File: src/rtl/axilite_gpio_in.sv
// axilite_gpio_in: AXI4-Lite GPIO input block with synchronizer, edge-detect pending bits and level interrupt
module axilite_gpio_in #(
  parameter int NUM_GPIO   = 16,
  parameter int ADDR_WIDTH = 32
) (
  input  logic                  clock_i,
  input  logic                  reset_ni,
  input  logic [NUM_GPIO-1:0]   gpio_i,
  output logic                  irq_o,
  input  logic [ADDR_WIDTH-1:0] s_axi_awaddr,
  input  logic                  s_axi_awvalid,
  output logic                  s_axi_awready,
  input  logic [31:0]           s_axi_wdata,
  input  logic [3:0]            s_axi_wstrb,
  input  logic                  s_axi_wvalid,
  output logic                  s_axi_wready,
  output logic [1:0]            s_axi_bresp,
  output logic                  s_axi_bvalid,
  input  logic                  s_axi_bready,
  input  logic [ADDR_WIDTH-1:0] s_axi_araddr,
  input  logic                  s_axi_arvalid,
  output logic                  s_axi_arready,
  output logic [31:0]           s_axi_rdata,
  output logic [1:0]            s_axi_rresp,
  output logic                  s_axi_rvalid,
  input  logic                  s_axi_rready
);
  typedef enum logic {W_IDLE, W_RESP} w_state_t;
  typedef enum logic {R_IDLE, R_DATA} r_state_t;
  w_state_t w_state;
  r_state_t r_state;
  logic up, w_go, w_err, r_err, unused;
  logic [NUM_GPIO-1:0] sync1, sync2, prev, irq_en, pending, edge_sel, hit, wmask, wbits, clr;
  logic [31:0] bmask, r_val;
  assign s_axi_awready = up && w_state == W_IDLE && s_axi_awvalid && s_axi_wvalid;
  assign s_axi_wready = s_axi_awready;
  assign s_axi_arready = up && r_state == R_IDLE;
  assign s_axi_bvalid = w_state == W_RESP;
  assign s_axi_rvalid = r_state == R_DATA;
  assign w_go = s_axi_awready;
  assign w_err = |s_axi_awaddr[ADDR_WIDTH-1:4] || s_axi_awaddr[3:2] == 2'd0;
  assign r_err = |s_axi_araddr[ADDR_WIDTH-1:4];
  assign bmask = {{8{s_axi_wstrb[3]}}, {8{s_axi_wstrb[2]}}, {8{s_axi_wstrb[1]}}, {8{s_axi_wstrb[0]}}};
  assign wmask = bmask[NUM_GPIO-1:0];
  assign wbits = s_axi_wdata[NUM_GPIO-1:0];
  assign hit = (edge_sel & sync2 & ~prev) | (~edge_sel & ~sync2 & prev);
  assign clr = (w_go && !w_err && s_axi_awaddr[3:2] == 2'd2) ? wbits & wmask : '0;
  assign unused = ^{s_axi_awaddr[1:0], s_axi_araddr[1:0], s_axi_wdata, bmask};
  always_comb
    r_val = r_err ? 32'd0 :
            s_axi_araddr[3:2] == 2'd0 ? 32'(sync2) :
            s_axi_araddr[3:2] == 2'd1 ? 32'(irq_en) :
            s_axi_araddr[3:2] == 2'd2 ? 32'(pending) : 32'(edge_sel);
  always_ff @(posedge clock_i or negedge reset_ni)
    if (!reset_ni) begin
      up <= 1'b0;
      sync1 <= '0;
      sync2 <= '0;
      prev <= '0;
      irq_en <= '0;
      pending <= '0;
      edge_sel <= '0;
      irq_o <= 1'b0;
      w_state <= W_IDLE;
      r_state <= R_IDLE;
      s_axi_bresp <= 2'b00;
      s_axi_rresp <= 2'b00;
      s_axi_rdata <= '0;
    end else begin
      up <= 1'b1;
      sync1 <= gpio_i;
      sync2 <= sync1;
      prev <= sync2;
      pending <= (pending & ~clr) | hit;
      irq_o <= |(pending & irq_en);
      if (w_go && !w_err && s_axi_awaddr[3:2] == 2'd1) irq_en <= (irq_en & ~wmask) | (wbits & wmask);
      if (w_go && !w_err && s_axi_awaddr[3:2] == 2'd3) edge_sel <= (edge_sel & ~wmask) | (wbits & wmask);
      if (w_go) begin
        w_state <= W_RESP;
        s_axi_bresp <= w_err ? 2'b10 : 2'b00;
      end else if (s_axi_bvalid && s_axi_bready) w_state <= W_IDLE;
      if (s_axi_arready && s_axi_arvalid) begin
        r_state <= R_DATA;
        s_axi_rdata <= r_val;
        s_axi_rresp <= r_err ? 2'b10 : 2'b00;
      end else if (s_axi_rvalid && s_axi_rready) r_state <= R_IDLE;
    end
endmodule

File: config.mk
export PLATFORM = sky130hd
export DESIGN_NAME = axilite_gpio_in
export DESIGN_NICKNAME = d
export VERILOG_FILES = /design/src/rtl/axilite_gpio_in.sv
export SDC_FILE = /design/constraint.sdc
export NUM_CORES = 1
export LEC_CHECK = 0
export CELL_PAD_IN_SITES_DETAIL_PLACEMENT = 0
export CELL_PAD_IN_SITES_GLOBAL_PLACEMENT = 1
export CORE_MARGIN = 2
export CORE_UTILIZATION = 49
export DETAILED_ROUTE_END_ITERATION = 8
export DONT_BUFFER_PORTS = 1
export PLACE_DENSITY = 0.82
export SLEW_MARGIN = 5
export SYNTH_ARGS = -nofsm -noshare
export SYNTH_HDL_FRONTEND = slang
export SYNTH_SLANG_ARGS = --single-unit
File: constraint.sdc
create_clock -name clock_i -period 2.74 [get_ports clock_i]
set_input_delay 0.137 -clock clock_i [delete_from_list [all_inputs] [get_ports clock_i]]
set_output_delay 0.137 -clock clock_i [all_outputs]
set_load 0.02 [all_outputs]
---- Word-level counts from Yosys, hierarchy flattened ----
Index checks and enable logic that the tools add are counted.
word-level totals
  register bits ........................... 136
  bits of input ports ..................... 123
  output and inout bits ................... 42
cells by class
  equal/unequal tests ..................... 5
  mux-type cells .......................... 11
  bitwise gates (word level) .............. 20
  reductions and logical operators ........ 20
operators with widths
  kind                                                              count
  16-bit AND                                                        9
  16-bit 2-to-1 mux                                                 5
  16-bit inverter                                                   5
  16-bit OR                                                         4
  28-bit OR reduction                                               2
  16-bit OR reduction                                               1
  1-bit logical AND                                                 11
  2-bit == test (second input constant)                             3
  2-bit by 1-bit == test with 1-bit output (second input constant)  2
  2-bit logical NOT                                                 2
  1-bit 2-to-1 mux                                                  4
  2-bit 2-to-1 mux                                                  2
  2-bit nonzero test                                                2
  1-bit inverter                                                    2
  1-bit logical NOT                                                 1
  1-bit logical OR                                                  1

---- Logic depth before layout (Yosys ltp) ----
  word-level depth ........................ 10
  gate-level depth with buffers ........... 6

---- Least setup slack after synthesis ----
No wires, ideal clock.
  path type ............................... reg-to-reg
  from .................................... reg w_state, in the netlist s_axi_bvalid
  to ...................................... reg with a tool-made name
  arrival ................................. 2032 ps
  required time ........................... 2615 ps
  path slack .............................. 584 ps
  stages on the path, launching flop included .. 6
  path buffers ............................ 1
  cells stage by stage .................... dfrtp_1 and4b_1 buf_2 nand4_2 nor4_4 mux2_2
RTL lines
  item                      line  text
  start: declaration        30    w_state_t w_state;
  start signal: assignment  64    w_state <= W_IDLE;
  start signal: assignment  79    w_state <= W_RESP;
  start signal: assignment  81    end else if (s_axi_bvalid && s_axi_bready) w_state <= W_IDLE;

==> impl_summary.txt <==
----------------------------------------------------
[Outcome]
  Status ... finished with violations
  Violations in the final reports ... negative hold slack

[Place]
  Area after detailed placement ... 5070 sq um
  Placed Cells ... 523
  Pre-CTS worst setup slack ... 0.303 ns
  Half-perimeter wire length after placement ... 7270 um
  Count of port buffers added during placement ... 0
  GPL Wtd Cong ... 0.824

[Setup path]
  WP buf/inv ... 1
  Biggest fanout along the worst timing path ... 10
  Crit path cell chain ... and4b_1, nand4_2, nor3_4, mux2_2, dlygate4sd3_1
  Longest individual stage delay on the worst path ... 0.55 ns
  First element of the critical path ... s_axi_bvalid
  Worst path slowest cell ... dlygate4sd3_1
  Worst setup EP type ... flip-flop
  Source of the worst register-to-register timing path ... s_axi_bvalid
  Cell type group with the largest total delay on the critical path ... simple AND/OR/NAND/NOR gates
  Crit path launch type ... flip-flop
  Endpoint arrival time on the critical path ... 3.02 ns
  Required time worst endpoint ... 3.14 ns
  Category of the most critical setup path ... reg -> reg

[Finish]
  Non-filler instance count after layout ... 599
  Most frequent cells in the layout ... dfrtp_1 (118), nand2_1 (53), dlygate4sd3_1 (45), mux2_2 (32), inv_1 (27)
  Diode insertion count for antenna repair ... 0
  Fraction of layout cells with a size suffix above 1 ... 20.0%
  Synth-to-Final Area Change ... 23.0%
  Net count, final ... 577
  Final-layout fill cell count ... 774
  Leading cell type in the layout, fill and taps excluded ... dfrtp_1
  Final std cell area, no fill ... 6100 sq um

[Synthesis]
  Library cell occupying the most area in the post-synthesis netlist ... dfrtp_1
  Share of the synthesized area in the top cell type ... 59.6%
  Synthesized flop and latch total ... 118
  Number of unique standard cell types used by synthesis ... 31
  Post-synth design cell area ... 4960 sq um
  Cells taking the most area after synthesis ... dfrtp_1 (60%), mux2_2 (7.3%), mux4_2 (7.3%), nand2_1 (4.0%), buf_4 (2.9%)
  Number of cells produced by synthesis ... 394
  Dominant register cell in the synthesized netlist ... dfrtp_1
  Total number of yosys warnings ... 0
  Synth Area per Inst ... 12.6 sq um
  Share of async-settable or async-resettable flops after synthesis ... 100%
  EDFF count, synth ... 0
  Sequential cell area fraction in the yosys report ... 59.6%

[Routing]
  Antenna violation net count after detailed routing ... 0
  Final routed DRC violation total ... 0
  Detailed-route via count ... 3350
  Per-cell via count in the routed design ... 5.59
  First DRT Iteration DRCs ... 186
  Average wire per standard cell ... 18.7 um
  Drt first pass iters ... 4
  Routed WL ... 11200 um

[CTS]
  Post-CTS Hold Fix Bufs ... 45
  Total CTS buffers ... 17
  Sink count of the clock tree ... 118
  Root Driver ... clkbuf_8
  Clock latency reported for the late side of the worst-skew pair ... 0.52 ns
  H-Tree Level Count ... 4
  Maximum buffer depth of the clock tree ... 2
  Post-CTS setup-driven buffer insertion count ... 0
  Clock transition at the register clock pins on the worst setup and hold paths after CTS ... 0.06 ns
  Clock tree from TritonCTS ... yes

[Timing]
  Final setup viols ... 0
  Share of the clock period used by the worst path ... 95.7%
  Largest clock skew in the final design ... 0.00584 ns
  Post-route setup slack ... 0.117 ns
  Total Neg Setup Slack ... 0 ns
  Minimum period implied by the final worst setup slack ... 2.62 ns
  Maximum operating frequency ... 381 MHz
  Slew headroom ... 37.5%
  Unrepaired setup endpoints after global routing ... no
  Pins Over Slew Limit ... 0
  Worst-margin pin slew ... 0.934 ns
  Hold Violations, Final ... 118
  Final-layout worst hold slack ... -0.685 ns

[Pwr]
  Max IR drop VDD ... 0.000788 V
  Leakage power figure ... 2.77 nW
  PD cells ... 677 nW/um^2

[Floorplan]
  Die ar. ... 10900 sq um
  Die Y ... 105 um
  Number of cell rows ... 36
  Horizontal die dimension ... 105 um
  Placeable core region ... 9820 sq um
  Number of ports placed on the die boundary ... 165
  Starting Density ... 50.5%

[GRT]
  Global-route usage over all layers ... 21.6%
  Overflow left after global routing ... 0
  Antenna violations before repair ... 0
  First-pass GRT wire length ... 17900 um
  Via count of the first global-routing pass ... 3430
  Pin count of the biggest net entering global routing ... 119

[Job]
  Max cap viols ... 0

[Hold path]
  Path category of the worst min-delay check ... in -> async

----------------------------------------------------
worst reg2reg max path, cell delays in order (launching register included):
cell and delay (ns):
dfrtp_1 0.46, and4b_1 0.34, nand4_2 0.37, nor3_4 0.42
mux2_2 0.37, dlygate4sd3_1 0.55
cells by family (layout without fill, tap and decap cells):
group	after synthesis	in the layout	synth area share [%]
multiplexers	48	48	14.5
other	2	19	0.151
AO/OA/AOI/OAI	60	60	8.66
flip-flops	118	118	59.6
AND/OR/NAND/NOR	107	107	11.1
buffers and inverters	59	114	6.01
metal layers:
layer	vias up	GRT usage, %	share of wire, %
met5	-	0	0
met4	0	6.00	0.95
met3	9	8.36	6.1
met2	102	32.3	48
met1	1742	29.7	45
li1	1497	-	-
where the power goes:
part           internal, W  switching, W  leakage (nW)
sequential         0.00178     0.0000296          1.44
clock              0.00139      0.000741         0.277
combinational    0.0000937     0.0000892          1.05
cell usage after synthesis, types with 9 or more instances:
cell type	n
nand3_1	10
mux2_2	32
nor4_1	14
o211ai_1	9
nand2_1	53
inv_1	27
buf_4	19
dfrtp_1	118
nor2_1	17
mux4_2	16
o21ai_0	17
o31ai_1	9
path summary, 6_finish.rpt:
path	to	slack (ns)	depth (start not counted)
max reg2reg	flip-flop	0.12	5
max	flip-flop	0.12	5
min	sync1[14]	-0.69	0
max in group asynchronous	sync1[0]	3.28	0
min reg2reg	sync2[8]	0.34	0
min in group clock_i	s_axi_rdata[2]	0.02	3
area by class of cell:
| class | instances | area [sq um] | area share [%] |
|---|---|---|---|
| Sequential cell | 118 | 2950 | 48.4 |
| Inverter | 27 | 101 | 1.66 |
| Timing Repair Buffer | 56 | 533 | 8.74 |
| Clock buffer | 21 | 439 | 7.20 |
| Tap cell | 133 | 166 | 2.73 |
| Clock inverter | 10 | 130 | 2.13 |
| Multi-Input combinational cell | 234 | 1780 | 29.1 |
stage by stage:
step	power [W]	utilization, %
after floorplan	0.00197	-
after global placement	0.00195	51.7
after detailed placement	0.00196	51.7
after CTS	0.00417	62.1
after global routing	0.00430	62.1
final	0.00413	62.1
what timing repair did:
item | 4_1_cts | 5_1_grt
endpoints found under the hold margin | 200 | 118
resized for setup | 0 | 1
endpoints found under the setup margin | 0 | 2
Note: power is estimated with default switching activity, not from simulation.
